[src/rtl/rst_seq_pkg.sv]
// Shared definitions for the reset sequencer.
//   seq_state_e   : sequencer state encoding
//   RST_COUNT_W   : width of the reset-event counter
//   RST_COUNT_SAT : value at which the reset-event counter saturates
package rst_seq_pkg;

  typedef enum logic [1:0] {
    S_HOLD,
    S_WAIT_LOCK,
    S_RELEASE,
    S_RUN
  } seq_state_e;

  localparam int unsigned RST_COUNT_W = 8;
  localparam logic [RST_COUNT_W-1:0] RST_COUNT_SAT = '1;

endpackage

[src/rtl/btn_debouncer.sv]
// Push-button debouncer. The output level follows the already-synchronized
// button only after the input has held a new value for DEBOUNCE_CYCLES
// consecutive cycles; any bounce restarts the count.
// Ports:
//   i_clk, i_rst_n : clock, asynchronous active-low reset
//   btn_sync_n     : synchronized button level (pressed = 0)
//   level_n        : debounced level (pressed = 0), resets to released
//   press          : one-cycle pulse on a debounced 1->0 change
module btn_debouncer #(
  parameter int unsigned DEBOUNCE_CYCLES = 500000
) (
  input  logic i_clk,
  input  logic i_rst_n,
  input  logic btn_sync_n,
  output logic level_n,
  output logic press
);

  localparam int unsigned CNT_W = (DEBOUNCE_CYCLES > 1) ? $clog2(DEBOUNCE_CYCLES) : 1;
  localparam logic [CNT_W-1:0] CNT_MAX = CNT_W'(DEBOUNCE_CYCLES - 1);

  logic [CNT_W-1:0] cnt;

  always_ff @(posedge i_clk or negedge i_rst_n) begin
    if (!i_rst_n) begin
      cnt     <= '0;
      level_n <= 1'b1;
      press   <= 1'b0;
    end else begin
      press <= 1'b0;
      if (btn_sync_n == level_n) begin
        cnt <= '0;
      end else if (cnt == CNT_MAX) begin
        cnt     <= '0;
        level_n <= btn_sync_n;
        press   <= ~btn_sync_n;
      end else begin
        cnt <= cnt + 1'b1;
      end
    end
  end

endmodule

[src/rtl/rst_sequencer.sv]
// Central reset controller. Stretches any reset event to a minimum width,
// waits for PLL lock, then releases NUM_DOMAINS active-low resets one at a
// time, STAGE_DELAY cycles apart, lowest index first. All outputs fall
// together on any trigger (software request, button, lock loss while
// releasing/running).
// Build option: define RST_SEQ_DEBOUNCE_EN to debounce the button;
// otherwise the synchronized button level is used directly.
// Ports:
//   i_clk, i_rst_n : clock, asynchronous active-low reset
//   i_btn_n        : raw push-button, pressed = 0
//   i_pll_locked   : raw PLL lock level
//   i_sw_rst       : single-cycle synchronous reset request
//   o_rst_n        : per-domain registered resets, active-low
//   o_busy         : high while any o_rst_n bit is low
//   o_rst_count    : saturating count of reset events since i_rst_n
module rst_sequencer
  import rst_seq_pkg::*;
#(
  parameter int unsigned NUM_DOMAINS     = 3,
  parameter int unsigned STRETCH_CYCLES  = 16,
  parameter int unsigned STAGE_DELAY     = 256,
  parameter int unsigned DEBOUNCE_CYCLES = 500000
) (
  input  logic                   i_clk,
  input  logic                   i_rst_n,
  input  logic                   i_btn_n,
  input  logic                   i_pll_locked,
  input  logic                   i_sw_rst,
  output logic [NUM_DOMAINS-1:0] o_rst_n,
  output logic                   o_busy,
  output logic [RST_COUNT_W-1:0] o_rst_count
);

  localparam int unsigned STRETCH_W = $clog2(STRETCH_CYCLES);
  localparam int unsigned STAGE_W   = $clog2(STAGE_DELAY);
  localparam int unsigned DOM_W     = (NUM_DOMAINS > 1) ? $clog2(NUM_DOMAINS) : 1;

  localparam logic [STRETCH_W-1:0] STRETCH_MAX = STRETCH_W'(STRETCH_CYCLES - 1);
  localparam logic [STAGE_W-1:0]   STAGE_MAX   = STAGE_W'(STAGE_DELAY - 1);
  localparam logic [DOM_W-1:0]     DOM_LAST    = DOM_W'(NUM_DOMAINS - 1);

  // Input synchronizers
  logic btn_meta, btn_sync;
  logic lock_meta, lock_sync;

  always_ff @(posedge i_clk or negedge i_rst_n) begin
    if (!i_rst_n) begin
      btn_meta  <= 1'b1;
      btn_sync  <= 1'b1;
      lock_meta <= 1'b0;
      lock_sync <= 1'b0;
    end else begin
      btn_meta  <= i_btn_n;
      btn_sync  <= btn_meta;
      lock_meta <= i_pll_locked;
      lock_sync <= lock_meta;
    end
  end

  // Button trigger
  logic btn_trig;

`ifdef RST_SEQ_DEBOUNCE_EN
  logic deb_level_n;
  logic deb_press;

  btn_debouncer #(
    .DEBOUNCE_CYCLES(DEBOUNCE_CYCLES)
  ) u_debouncer (
    .i_clk      (i_clk),
    .i_rst_n    (i_rst_n),
    .btn_sync_n (btn_sync),
    .level_n    (deb_level_n),
    .press      (deb_press)
  );

  assign btn_trig = deb_press | ~deb_level_n;
`else
  // DEBOUNCE_CYCLES has no effect in this build; tie it off so it is referenced.
  logic unused_debounce;
  assign unused_debounce = (DEBOUNCE_CYCLES == 0);

  // Without debouncing a press event always coincides with the held level.
  assign btn_trig = ~btn_sync;
`endif

  // Sequencer state
  seq_state_e             state, state_d;
  logic [STRETCH_W-1:0]   stretch_cnt, stretch_d;
  logic [STAGE_W-1:0]     stage_cnt, stage_d;
  logic [DOM_W-1:0]       dom_idx, dom_d;
  logic [NUM_DOMAINS-1:0] rst_q, rst_d;
  logic [RST_COUNT_W-1:0] count_q, count_d;
  logic                   trigger;

  always_ff @(posedge i_clk or negedge i_rst_n) begin
    if (!i_rst_n) begin
      state       <= S_HOLD;
      stretch_cnt <= '0;
      stage_cnt   <= '0;
      dom_idx     <= '0;
      rst_q       <= '0;
      count_q     <= '0;
    end else begin
      state       <= state_d;
      stretch_cnt <= stretch_d;
      stage_cnt   <= stage_d;
      dom_idx     <= dom_d;
      rst_q       <= rst_d;
      count_q     <= count_d;
    end
  end

  always_comb begin
    state_d   = state;
    stretch_d = stretch_cnt;
    stage_d   = stage_cnt;
    dom_d     = dom_idx;
    rst_d     = rst_q;
    count_d   = count_q;

    // Lock loss only counts once releasing has begun.
    trigger = i_sw_rst | btn_trig |
              (~lock_sync & ((state == S_RELEASE) | (state == S_RUN)));

    case (state)
      S_HOLD: begin
        rst_d = '0;
        if (trigger) begin
          stretch_d = '0;
        end else if (stretch_cnt == STRETCH_MAX) begin
          stretch_d = '0;
          state_d   = S_WAIT_LOCK;
        end else begin
          stretch_d = stretch_cnt + 1'b1;
        end
      end
      S_WAIT_LOCK: begin
        if (lock_sync) begin
          state_d = S_RELEASE;
          stage_d = '0;
          dom_d   = '0;
        end
      end
      S_RELEASE: begin
        if (stage_cnt == STAGE_MAX) begin
          stage_d        = '0;
          rst_d[dom_idx] = 1'b1;
          dom_d          = dom_idx + 1'b1;
          if (dom_idx == DOM_LAST) begin
            state_d = S_RUN;
          end
        end else begin
          stage_d = stage_cnt + 1'b1;
        end
      end
      S_RUN: begin
        rst_d = '1;
      end
      default: begin
        state_d = S_HOLD;
        rst_d   = '0;
      end
    endcase

    // Any trigger outside S_HOLD overrides the per-state decisions above.
    if (trigger && (state != S_HOLD)) begin
      state_d   = S_HOLD;
      stretch_d = '0;
      rst_d     = '0;
      if (count_q != RST_COUNT_SAT) begin
        count_d = count_q + 1'b1;
      end
    end
  end

  assign o_rst_n     = rst_q;
  assign o_busy      = ~(&rst_q);
  assign o_rst_count = count_q;

endmodule

[config.mk]
export PLATFORM = sky130hd
export DESIGN_NAME = rst_sequencer
export DESIGN_NICKNAME = d
export VERILOG_FILES = /design/src/rtl/rst_seq_pkg.sv /design/src/rtl/btn_debouncer.sv /design/src/rtl/rst_sequencer.sv
export SDC_FILE = /design/constraint.sdc
export NUM_CORES = 1
export LEC_CHECK = 0
export ABC_AREA = 0
export CAP_MARGIN = 20
export CELL_PAD_IN_SITES_DETAIL_PLACEMENT = 0
export CELL_PAD_IN_SITES_GLOBAL_PLACEMENT = 1
export CORE_UTILIZATION = 47
export DETAILED_ROUTE_END_ITERATION = 10
export PLACE_DENSITY_LB_ADDON = 0.08
export SLEW_MARGIN = 40
export SYNTH_ARGS = -nofsm -noshare
export SYNTH_HDL_FRONTEND = slang
export SYNTH_SLANG_ARGS = --single-unit
export TNS_END_PERCENT = 5
[constraint.sdc]
create_clock -name i_clk -period 4.2 [get_ports i_clk]
set_clock_uncertainty 0.05 [all_clocks]
set_input_delay 0.42 -clock i_clk [delete_from_list [all_inputs] [get_ports i_clk]]
set_output_delay 0.42 -clock i_clk [all_outputs]
set_load 0.005 [all_outputs]
======== After elaboration in Yosys (flattened, before gate mapping) ========
Index checks and enable logic that the tools add are counted.
cells by class
  add/sub/neg operators ................... 4
  order comparisons ....................... 2
  equal/unequal tests ..................... 14
  multiplexer cells ....................... 22
  bitwise operators ....................... 8
  reduce and logical (&&, ||, !) cells .... 14
operators by type and width
  kind                                                                     number
  8-bit by 1-bit adder with 8-bit output, second input constant            2
  2-bit 2-to-1 mux                                                         8
  4-bit 2-to-1 mux                                                         4
  8-bit 2-to-1 mux                                                         2
  8-bit case mux with 2 select lines                                       1
  3-bit inequality test, second input constant                             3
  3-bit case mux with 3 select lines                                       1
  8-bit == test, second input constant                                     1
  8-bit inequality test, second input constant                             1
  4-bit nonzero test                                                       2
  2-bit == test, second input constant                                     3
  3-bit 2-to-1 mux                                                         2
  3-bit by 1-bit inequality test with 1-bit output, second input constant  2
  2-bit case mux with 3 select lines                                       1
  2-bit AND reduction                                                      3
  3-bit AND reduction                                                      2
  6-bit AND reduction                                                      1
  2-bit nonzero test                                                       3
  4-bit by 1-bit adder with 4-bit output, second input constant            1
  4-bit == test, second input constant                                     1
  2-bit case mux with 2 select lines                                       1
  2-bit by 3-bit < comparator with 1-bit output, second input constant     1
  1-bit inverter                                                           3
  1-bit OR                                                                 3
  11 further kinds                                                         12
word-level totals
  register bits ........................... 31
  input port bits ......................... 5
  output and inout bits ................... 12
  word-level logic and storage cells ...... 74

======== Longest topological paths before layout ========
Gate-level depths: netlist of run 1.
  word-level depth ........................ 8
  depth in mapped cells ................... 8
  depth with buffers taken out ............ 6

======== Worst setup path before layout of run 1 ========
No wires, ideal clock.
  path kind ............................... register to register
  start ................................... register state[1]
  end ..................................... register stage_cnt[2]
  arrival ................................. 1648 ps
  data required time ...................... 4029 ps
  setup slack ............................. 2381 ps
  stages on the path, launching flop included .. 7
  cell sequence ........................... dfrtp_1 -> inv_1 -> ha_1 -> mux2i_1 -> nor2_1 -> mux2_2 -> a22o_2
on the way
  cells in the longest elaborated chain, start to end .. 3
RTL lines
  what                                                                              line                  source
  start, declared                                                                   rst_sequencer.sv:88   seq_state_e state, state_d;
  start signal, assigned                                                            rst_sequencer.sv:105  state <= state_d;
  2-bit by 1-bit == test with 1-bit output / 2-bit == test (equally long branches)  rst_sequencer.sv:126  case (state)
  2-bit inequality test (no line) / 2-bit nonzero test (equally long branches)      -
  2-bit AND reduction (no line)                                                     -
  end signal, assigned                                                              rst_sequencer.sv:107  stage_cnt <= stage_d;
  end, declared                                                                     rst_sequencer.sv:90   logic [STAGE_W-1:0] stage_cnt, stage_d;
Parallel ways exist; a longest one is shown, timed or not.
A chain may end at the register's enable or synchronous reset.

======== Worst setup path after layout of run 1 ========
  start ................................... register state[0]
  end ..................................... register count_q[1] (netlist: o_rst_count[1])
on the way
  cells in the longest elaborated chain, start to end .. 6
RTL lines
  what                             line                  source
  2-bit == test                    rst_sequencer.sv:124  (~lock_sync & ((state == S_RELEASE) | (state == S_RUN)));
  1-bit OR                         rst_sequencer.sv:124
  1-bit AND                        rst_sequencer.sv:124
  1-bit OR                         rst_sequencer.sv:123  trigger = i_sw_rst | btn_trig |
  1-bit logical AND *              rst_sequencer.sv:167  if (trigger && (state != S_HOLD)) begin
  2-bit AND reduction (no line) *  -
  end signal, assigned             rst_sequencer.sv:110  count_q <= count_d;
  end, declared                    rst_sequencer.sv:93   logic [RST_COUNT_W-1:0] count_q, count_d;
Mark *: on every way between the ends. The rest lies on a longest branch, timed or not.

==> run summary, run 1 <==
The run finished with clean final reports. The run gives 0 as the initial antenna violation count. In this run the vertical extent of the chip is 60.72 µm. The type of the worst setup path was reg -> reg. The run gives 279 as the fill cell total of the finished layout.

For the number of global-route vias before repair, the log shows 1135. The switching power summed over all nets was 116.8 µW. At the end of routability-driven placement, the weighted congestion stood at 0.8338.

Global routing consumed, over all layers together, 18.53% of the routing resources. For the cell internal power dissipation, the log shows 449.0 µW. The detail route stage leaves a number of antenna-violating nets equal to 0. The number of instances in the synthesized netlist was 154. STA puts the critical path data arrival time at 2.59 ns. The setup TNS after final layout was 0 ns. The flip-flop and latch count after synthesis came out at 31. In this run the worst setup path terminates at o_rst_count[1]$_DFFE_PN0P_. In this run the critical register-to-register path is launched from state[0]$_DFFE_PN0P_. For the worst setup path, the data required time is 4.37 ns. In the routed layout, each cell is associated on average with a via count of 5.514.

Type of the worst min-delay path: reg -> reg. The count of nets after finishing came out at 191. Pin placement for this block handled 17 I/O pins. The timing-limited maximum frequency is 414.1 MHz, and the final antenna diode count is 0. Of the total power, registers draw 53.7%. After detailed routing, the number of remaining DRC violations is 0. Walking the worst path, the cells encountered are inv_1 -> ha_1 -> o21ba_2 -> o21ai_1 -> nor2_1 -> mux2_2. The number of gates resized after CTS was 0. Each instance of the synthesized netlist takes up on average 10.52 µm². The cell area after synthesis came out at 1620 µm². The wire length of the first global-routing pass is 4.995 mm, and the detail-routed net length per standard cell is 13.26 µm. Final critical path time including I/O delays and setup: 2.415 ns.

The minimum hold slack is 0.3108 ns. Length in cells of the worst reg-to-reg path: 6. The die covers 3686 µm². The tools report the length of the first detailed-routing pass in iterations as 4. Final count of pins violating max slew: 0. In this run, CTS created clock tree buffers numbering 5. IR analysis of the VDD net gives a maximum drop of 0.1613 mV.

The final setup violation count is 0. In this run the power density over the cells is 296.9 nW/µm². TritonCTS built the clock tree. The count of distinct cell types in the synthesized netlist is 39. The most area-hungry cell type in the Yosys netlist is dfrtp_1.

Tracing the worst setup path back leads to its startpoint at state[0]$_DFFE_PN0P_. Across the run, the number of max-cap violations was 0. The buffer cell driving the clock tree root was clkbuf_4. The stage delay of the slowest cell on the critical path is 0.57 ns, and the switching part of the total power is 20.64%.

The total nets after synthesis is 170, and the area fraction of the dominant cell type after synthesis is 44.79%. From synthesis to final layout, the design area changed by 17.61%. The worst pin sits at a relative slew slack of 51.24%. The clock edge transition at the registers on the reported setup and hold paths came out at 0.11 ns. Buffers inserted to repair hold after CTS numbered 0. After floorplanning, the core was divided into 20 placement rows. Sequential elements use 48.03% of the synthesized area. In this run, the clock network consumes 43.6% of the power. The layout cell share with drive strength beyond 1 was 11.36%; the residual overflow from global routing was 0. Number of buffer cells added on primary ports: 16. Per report_power, the combinational group accounts for 2.7% of the total. Total core area: 3153 µm².

In this run the critical register-to-register path is captured at o_rst_count[1]$_DFFE_PN0P_. The post-CTS setup-driven buffer insertion count was 0. The count of endpoints failing hold in the final timing report came out at 0. The tree built by TritonCTS fans out to 31 sinks. After layout, the worst path uses 57.50% of the clock period.

CTS built an H-tree with a depth of 2. The wire length after detailed routing is 2.918 mm. Sorting the synthesized cells by area gives the leading types as dfrtp_1, ha_1, xor2_1. The run gives 0.9315 nW as the static power due to leakage. The measured slew at the worst slew-check pin came out at 0.7265 ns. After the first detailed-routing iteration, the DRC count stood at 85. For this configuration, the core starts out at a cell density of 51.39%. The placed wire-length estimate after detailed placement is 2.114 mm. The slowest stage of the critical path is the o21ai_1 cell.

The worst register-to-register path has a setup slack of 1.78 ns. The buffer levels on the longest clock path was 2. Setup repair after global routing left no endpoint under its margin. The routed layout has 1213 vias. STA classifies the critical path startpoint as a register. The endpoint class of the critical path was a register. After layout, the design draws a total of 565.8 µW. For the clock latency of the later-clocked register in the worst-skew pair, the log shows 0.33 ns. Highest fanout seen on the critical path: 14.

Entering global routing, the biggest net connects 32 pins. From left edge to right edge, the die measures 60.72 µm. For this run, the number of Yosys warnings is 0.
[power groups by stage]
stage | Clock [mW] | Combinational, mW | Sequential (mW)
3_3_place_gp | 0 | 0.0150 | 0.310
4_1_cts | 0.253 | 0.0158 | 0.304
6_report | 0.247 | 0.0151 | 0.304
3_5_place_dp | 0 | 0.0157 | 0.310
2_1_floorplan | 0 | 0.00425 | 0.309
5_1_grt | 0.265 | 0.0173 | 0.304
[per-layer routing]
layer | track usage (%) | up-vias | routed length, µm
met5 | 0 | - | 0
met4 | 7.792 | 0 | 19
met3 | 4.478 | 2 | 137
met1 | 26.35 | 580 | 1512
li1 | - | 598 | -
met2 | 27.00 | 33 | 1248
[Yosys cell counts (all sizes together)]
library cell	count
nand2	14
a21o	2
or4	1
a32o	1
buf	2
a41o	2
nor4	2
nand2b	3
o21a	1
and3	5
nand4	2
dfrtp	29
a21oi	7
a31oi	2
nor2	9
o21ba	1
xor2	7
ha	11
nor2b	2
o21ai	9
nand4b	1
mux2i	4
nor3b	2
o311a	1
nor3	3
mux2	3
dfstp	2
nand3	6
o211ai	4
a22o	5
inv	7
clkbuf	1
or3	1
o31ai	1
a21boi	1
[kinds of logic (layout without fill, tap and decap cells)]
logic type	count (synthesis)	in the layout	share of synthesized area (%)
AOI/OAI and AO/OA	37	37	16.22
xor gates and xnor gates	7	7	3.784
adders and majority gates	11	11	8.494
buffers and inverters	10	32	3.089
DFF	31	31	48.03
muxes	7	7	4.556
and+or+nand+nor	51	51	15.83
[final cells by class]
cell class / count / area, µm² / share of cell area (%)
tap: 44 / 55.05 / 2.889
sequential: 31 / 778.2 / 40.84
multi-input combinational: 113 / 792.0 / 41.56
timing repair buffer: 17 / 167.7 / 8.798
inverter: 7 / 26.28 / 1.379
clock buffer: 6 / 51.30 / 2.692
clock inverter: 2 / 35.03 / 1.838
[critical path, delay by kind of cell (launching register included)]
kind | cells | cell delay, ns
AO/OA/AOI/OAI | 2 | 0.84
adder cells (fa/ha/maj) | 1 | 0.38
buffers and inverters | 1 | 0.09
flip-flops | 1 | 0.45
multiplexers | 1 | 0.31
AND/OR/NAND/NOR | 1 | 0.20
[stage by stage]
stage               instance area (µm²)  util [%]  cells  setup WS [ns]
floorplan                          1620         -    154          2.381
detailed placement                 1819     57.70    212          1.797
CTS                                1906     60.44    220          1.786
finish                             1906     60.44    220          1.785
global route                       1906     60.44    220          1.598
global placement                   1819     57.70    212          1.878
[cell usage in the layout, fill, tap and decap left out, drive strengths merged, types with 2 or more instances in the layout]
master,n
o21ai,9
nand2b,3
nor2b,2
nor4,2
dfrtp,29
a21oi,7
a22o,5
nand4,2
dfstp,2
clkbuf,6
o211ai,4
a41o,2
nor3,3
a21o,2
mux2i,4
and3,5
nand3,6
inv,7
nand2,14
a31oi,2
nor2,9
mux2,3
ha,11
xor2,7
nor3b,2
clkdlybuf4s50,16
[how the worst min path moves through the flow]
stage                         from                      to  depth (start not counted)
2_1_floorplan              i_rst_n  dom_idx[0]$_DFFE_PN0P_                          0
3_3_place_gp   lock_meta$_DFF_PN0_     lock_sync$_DFF_PN0_                          0
3_5_place_dp   lock_meta$_DFF_PN0_     lock_sync$_DFF_PN0_                          0
4_1_cts         btn_meta$_DFF_PN1_      btn_sync$_DFF_PN1_                          0
5_1_grt         btn_meta$_DFF_PN1_      btn_sync$_DFF_PN1_                          0
6_report        btn_meta$_DFF_PN1_      btn_sync$_DFF_PN1_                          0
[flip-flops by register name (all words and copies together) (netlist names)]
signal,cells
lock_meta,1
btn_meta,1
lock_sync,1
o_rst_n,3
stretch_cnt,4
state,2
stage_cnt,8
btn_sync,1
o_rst_count,8
dom_idx,2
Power figures use the tool's default switching activity.
==> run 2: changes to the inputs <==
--- a/config.mk
+++ b/config.mk
@@ -9,7 +9,7 @@
 export CAP_MARGIN = 20
 export CELL_PAD_IN_SITES_DETAIL_PLACEMENT = 0
 export CELL_PAD_IN_SITES_GLOBAL_PLACEMENT = 1
-export CORE_UTILIZATION = 47
+export CORE_UTILIZATION = 39
 export DETAILED_ROUTE_END_ITERATION = 10
 export PLACE_DENSITY_LB_ADDON = 0.08
 export SLEW_MARGIN = 40
==> constraint.sdc (replaced) <==
create_clock -name i_clk -period 2.2 [get_ports i_clk]
set_clock_uncertainty 0.05 [all_clocks]
set_input_delay 0.22 -clock i_clk [delete_from_list [all_inputs] [get_ports i_clk]]
set_output_delay 0.22 -clock i_clk [all_outputs]
set_load 0.005 [all_outputs]
==> run summary, run 2 (same netlist as run 1, synthesis figures left out) <==
TritonCTS built the clock tree. The total power per unit cell area was 531.5 nW/µm² (+79%). The I/O pin total was 17 (unchanged).

For the minimum hold slack, the log shows 0.2233 ns (-0.08741 ns). The final antenna diode count came out at 0 (unchanged). The overall power consumption came out at 1.042 mW (+84%). The die width was 66.46 µm (+9.5%). The layout cell share with drive strength beyond 1 came out at 13.66% (+2.3 points).

The routed via count divided by cell count was 5.270 (-4.4%); the buffer levels on the longest clock path was 2 (unchanged). Compared with the post-synthesis result, the final layout area differs by 21.00%. Leaving out fill and tap cells, the most frequent cell in the layout is dfrtp_1. For the static power due to leakage, the log shows 0.9594 nW (+3.0%). The flow ran to the end, and the final reports show no timing, DRC or antenna violations.

Die height: 66.46 µm (+9.5%). The number of DRC violations after detailed routing was 0 (unchanged). The final standard cell utilization of the core came out at 49.01% (-11 points). The relative max-transition margin is 66.23% (+15 points). The measured slew at the worst slew-check pin is 0.5032 ns (-0.2233 ns). For the setup TNS after final layout, the log shows 0 ns (unchanged).

Number of buffer cells added on primary ports: 16 (unchanged). The tools report the combined flip-flop and latch cell area as 778.2 µm² (unchanged). Final period utilization: 90.02% (+33 points). The logs give 0 (unchanged) for the final setup violation count and 0 (unchanged) for the post-CTS setup-driven buffer insertion count. For the number of buffers added by the clock tree synthesis step, the log shows 5 (unchanged). The endpoint identified for the worst register-to-register timing path is o_rst_count[0]$_DFFE_PN0P_. The area taken by multi-input logic gates was 792.0 µm² (unchanged); the CTS H-tree depth was 2 (unchanged). The critical path is of the reg -> reg type. The wire length after detailed routing was 3.202 mm (+9.7%); the initial core utilization was 40.51% (-11 points). The cell internal power dissipation is 813.2 µW (+81%). Tracing the worst setup path back leads to its startpoint at state[0]$_DFFE_PN0P_. The clock share of power is 41.2% (-2.4 points), and the wire length of the first global-routing pass is 5.623 mm (+13%). The logs give 225 (+6.1%) for the number of placed instances with taps included and 0.7378 (-12%) for the global placement routability congestion.

The tools report the fill cell total of the finished layout as 397 (+42%). The number of max-cap violations is 0 (unchanged), and the detail-routed net length per standard cell is 13.74 µm (+3.6%). The count of clock tree sinks was 31 (unchanged). The tightest min-delay check is of the in -> async type. The switching part of the total power was 21.97% (+1.3 points).

The number of global-route vias before repair is 1189 (+4.8%). The site row count was 23 (+15%). The global router's overall resource usage was 17.18% (-1.3 points). The clock latency of the later-clocked register in the worst-skew pair was 0.28 ns (-0.05 ns). The clock edge transition at the registers on the reported setup and hold paths is 0.07 ns (-0.04 ns).

For the cts-stage hold buffer count, the log shows 0 (unchanged). Die area: 4416 µm² (+20%). Leaving out fill and tap cells, the most frequent cells in the layout are dfrtp_1, clkdlybuf4s50_1, nand2_1, ha_1, nor2_1. The logs give 0 (unchanged) for the residual overflow from global routing and 2.358 mm (+12%) for the placed wire-length estimate after detailed placement. The highest fanout seen on the critical path works out to 7 (-7). Length in cells of the worst reg-to-reg path: 7 (+1). The tools report the endpoint required time on the critical path as 2.32 ns (-2.05 ns). The tree is rooted in a clkbuf_8. The logs give 55.8% (+2.1 points) for the proportion of power drawn by flip-flops and latches and 0 (unchanged) for the final count of pins violating max slew.

Count of nets after finishing: 198 (+3.7%). The length of the first detailed-routing pass in iterations is 4 (unchanged), and the peak supply drop is 0.2888 mV (+79%). The antenna violation net count after detailed routing was 0 (unchanged); the violation count after the first detailed-routing iteration was 36 (-58%). The termination of the worst setup path was o_rst_count[0]$_DFFE_PN0P_.

The run gives 2.10 ns (-0.49 ns) as the signal arrival time at the worst endpoint. The logs give 504.9 MHz (+22%) for the timing-limited maximum frequency and 3.1% (+0.4 points) for the power share of the combinational group. The tools report the endpoint class of the critical path as a register. The run gives 233 (+5.9%) as the number of non-filler instances in the completed layout. The initial antenna violation count is 0 (unchanged).

For the number of gates resized after cts, the log shows 0 (unchanged). The logs give 229.0 µW (+96%) for the switching power summed over all nets and 1228 (+1.2%) for the detailed-route via count. The reg-to-reg startpoint is state[0]$_DFFE_PN0P_. The critical path startpoint category was a register. Largest net degree at the start of global routing: 21 (-34%).

Setup repair after global routing left no endpoint under its margin. The total core area is 4000 µm² (+27%). The count of endpoints failing hold in the final timing report was 0 (unchanged); the register-to-register setup slack was 0.22 ns (-1.57 ns).

The final critical path time including I/O delays and setup is 1.981 ns (-0.4346 ns).
-- run 2: cell type report --
class | count | share of cell area [%]
inverter | 7 | 1.340
sequential | 31 | 39.69
clock buffer | 7 | 3.893
tap | 50 | 3.191
timing repair buffer | 24 | 11.23
clock inverter | 1 | 0.2553
multi-input combinational | 113 | 40.40
-- run 2: stage by stage --
stage	worst slack [ns]	instance area (µm²)
floorplan	0.3814	1620
global placement	0.3286	1879
detailed placement	0.2285	1879
CTS	0.2192	1961
global route	0.001207	1961
finish	0.2195	1961
-- run 2: how the worst min path moves through the flow --
stage / end / depth (start not counted) / startpoint
floorplan: dom_idx[0]$_DFFE_PN0P_ / 0 / i_rst_n
global placement: lock_sync$_DFF_PN0_ / 0 / lock_meta$_DFF_PN0_
detailed placement: lock_sync$_DFF_PN0_ / 0 / lock_meta$_DFF_PN0_
CTS: stage_cnt[5]$_DFFE_PN0P_ / 2 / i_rst_n
global route: stage_cnt[5]$_DFFE_PN0P_ / 2 / i_rst_n
finish: stage_cnt[5]$_DFFE_PN0P_ / 2 / i_rst_n
-- run 2: worst max-delay path, cell delays in order, from the launching register on --
cell,delay [ns]
dfrtp_1,0.44
inv_1,0.10
ha_1,0.23
o21ba_2,0.20
o21ai_1,0.41
nor2_1,0.14
buf_4,0.17
xor2_1,0.13
-- run 2: power groups by stage --
stage          clock network (mW)  logic (mW)  registers, mW
2_1_floorplan                   0     0.00812          0.590
3_3_place_gp                    0      0.0330          0.591
5_1_grt                     0.460      0.0371          0.581
4_1_cts                     0.443      0.0334          0.581
3_5_place_dp                    0      0.0333          0.591
6_report                    0.429      0.0320          0.581
-- run 2: metal layers --
metal / global-route usage [%] / vias to the layer above / share of wire, %
li1: - / 615 / -
met1: 22.72 / 598 / 49
met4: 5.585 / 0 / 1.2
met2: 26.79 / 10 / 47
met5: 0 / - / 0
met3: 5.137 / 5 / 2.3
==> run 3: changes to the inputs <==
--- a/config.mk
+++ b/config.mk
@@ -12,8 +12,7 @@
 export CORE_UTILIZATION = 39
 export DETAILED_ROUTE_END_ITERATION = 10
 export PLACE_DENSITY_LB_ADDON = 0.08
-export SLEW_MARGIN = 40
+export SLEW_MARGIN = 20
 export SYNTH_ARGS = -nofsm -noshare
 export SYNTH_HDL_FRONTEND = slang
 export SYNTH_SLANG_ARGS = --single-unit
-export TNS_END_PERCENT = 5
==> results of run 3 <==
No change in the layout: final DEF, timing and power equal those of run 2.
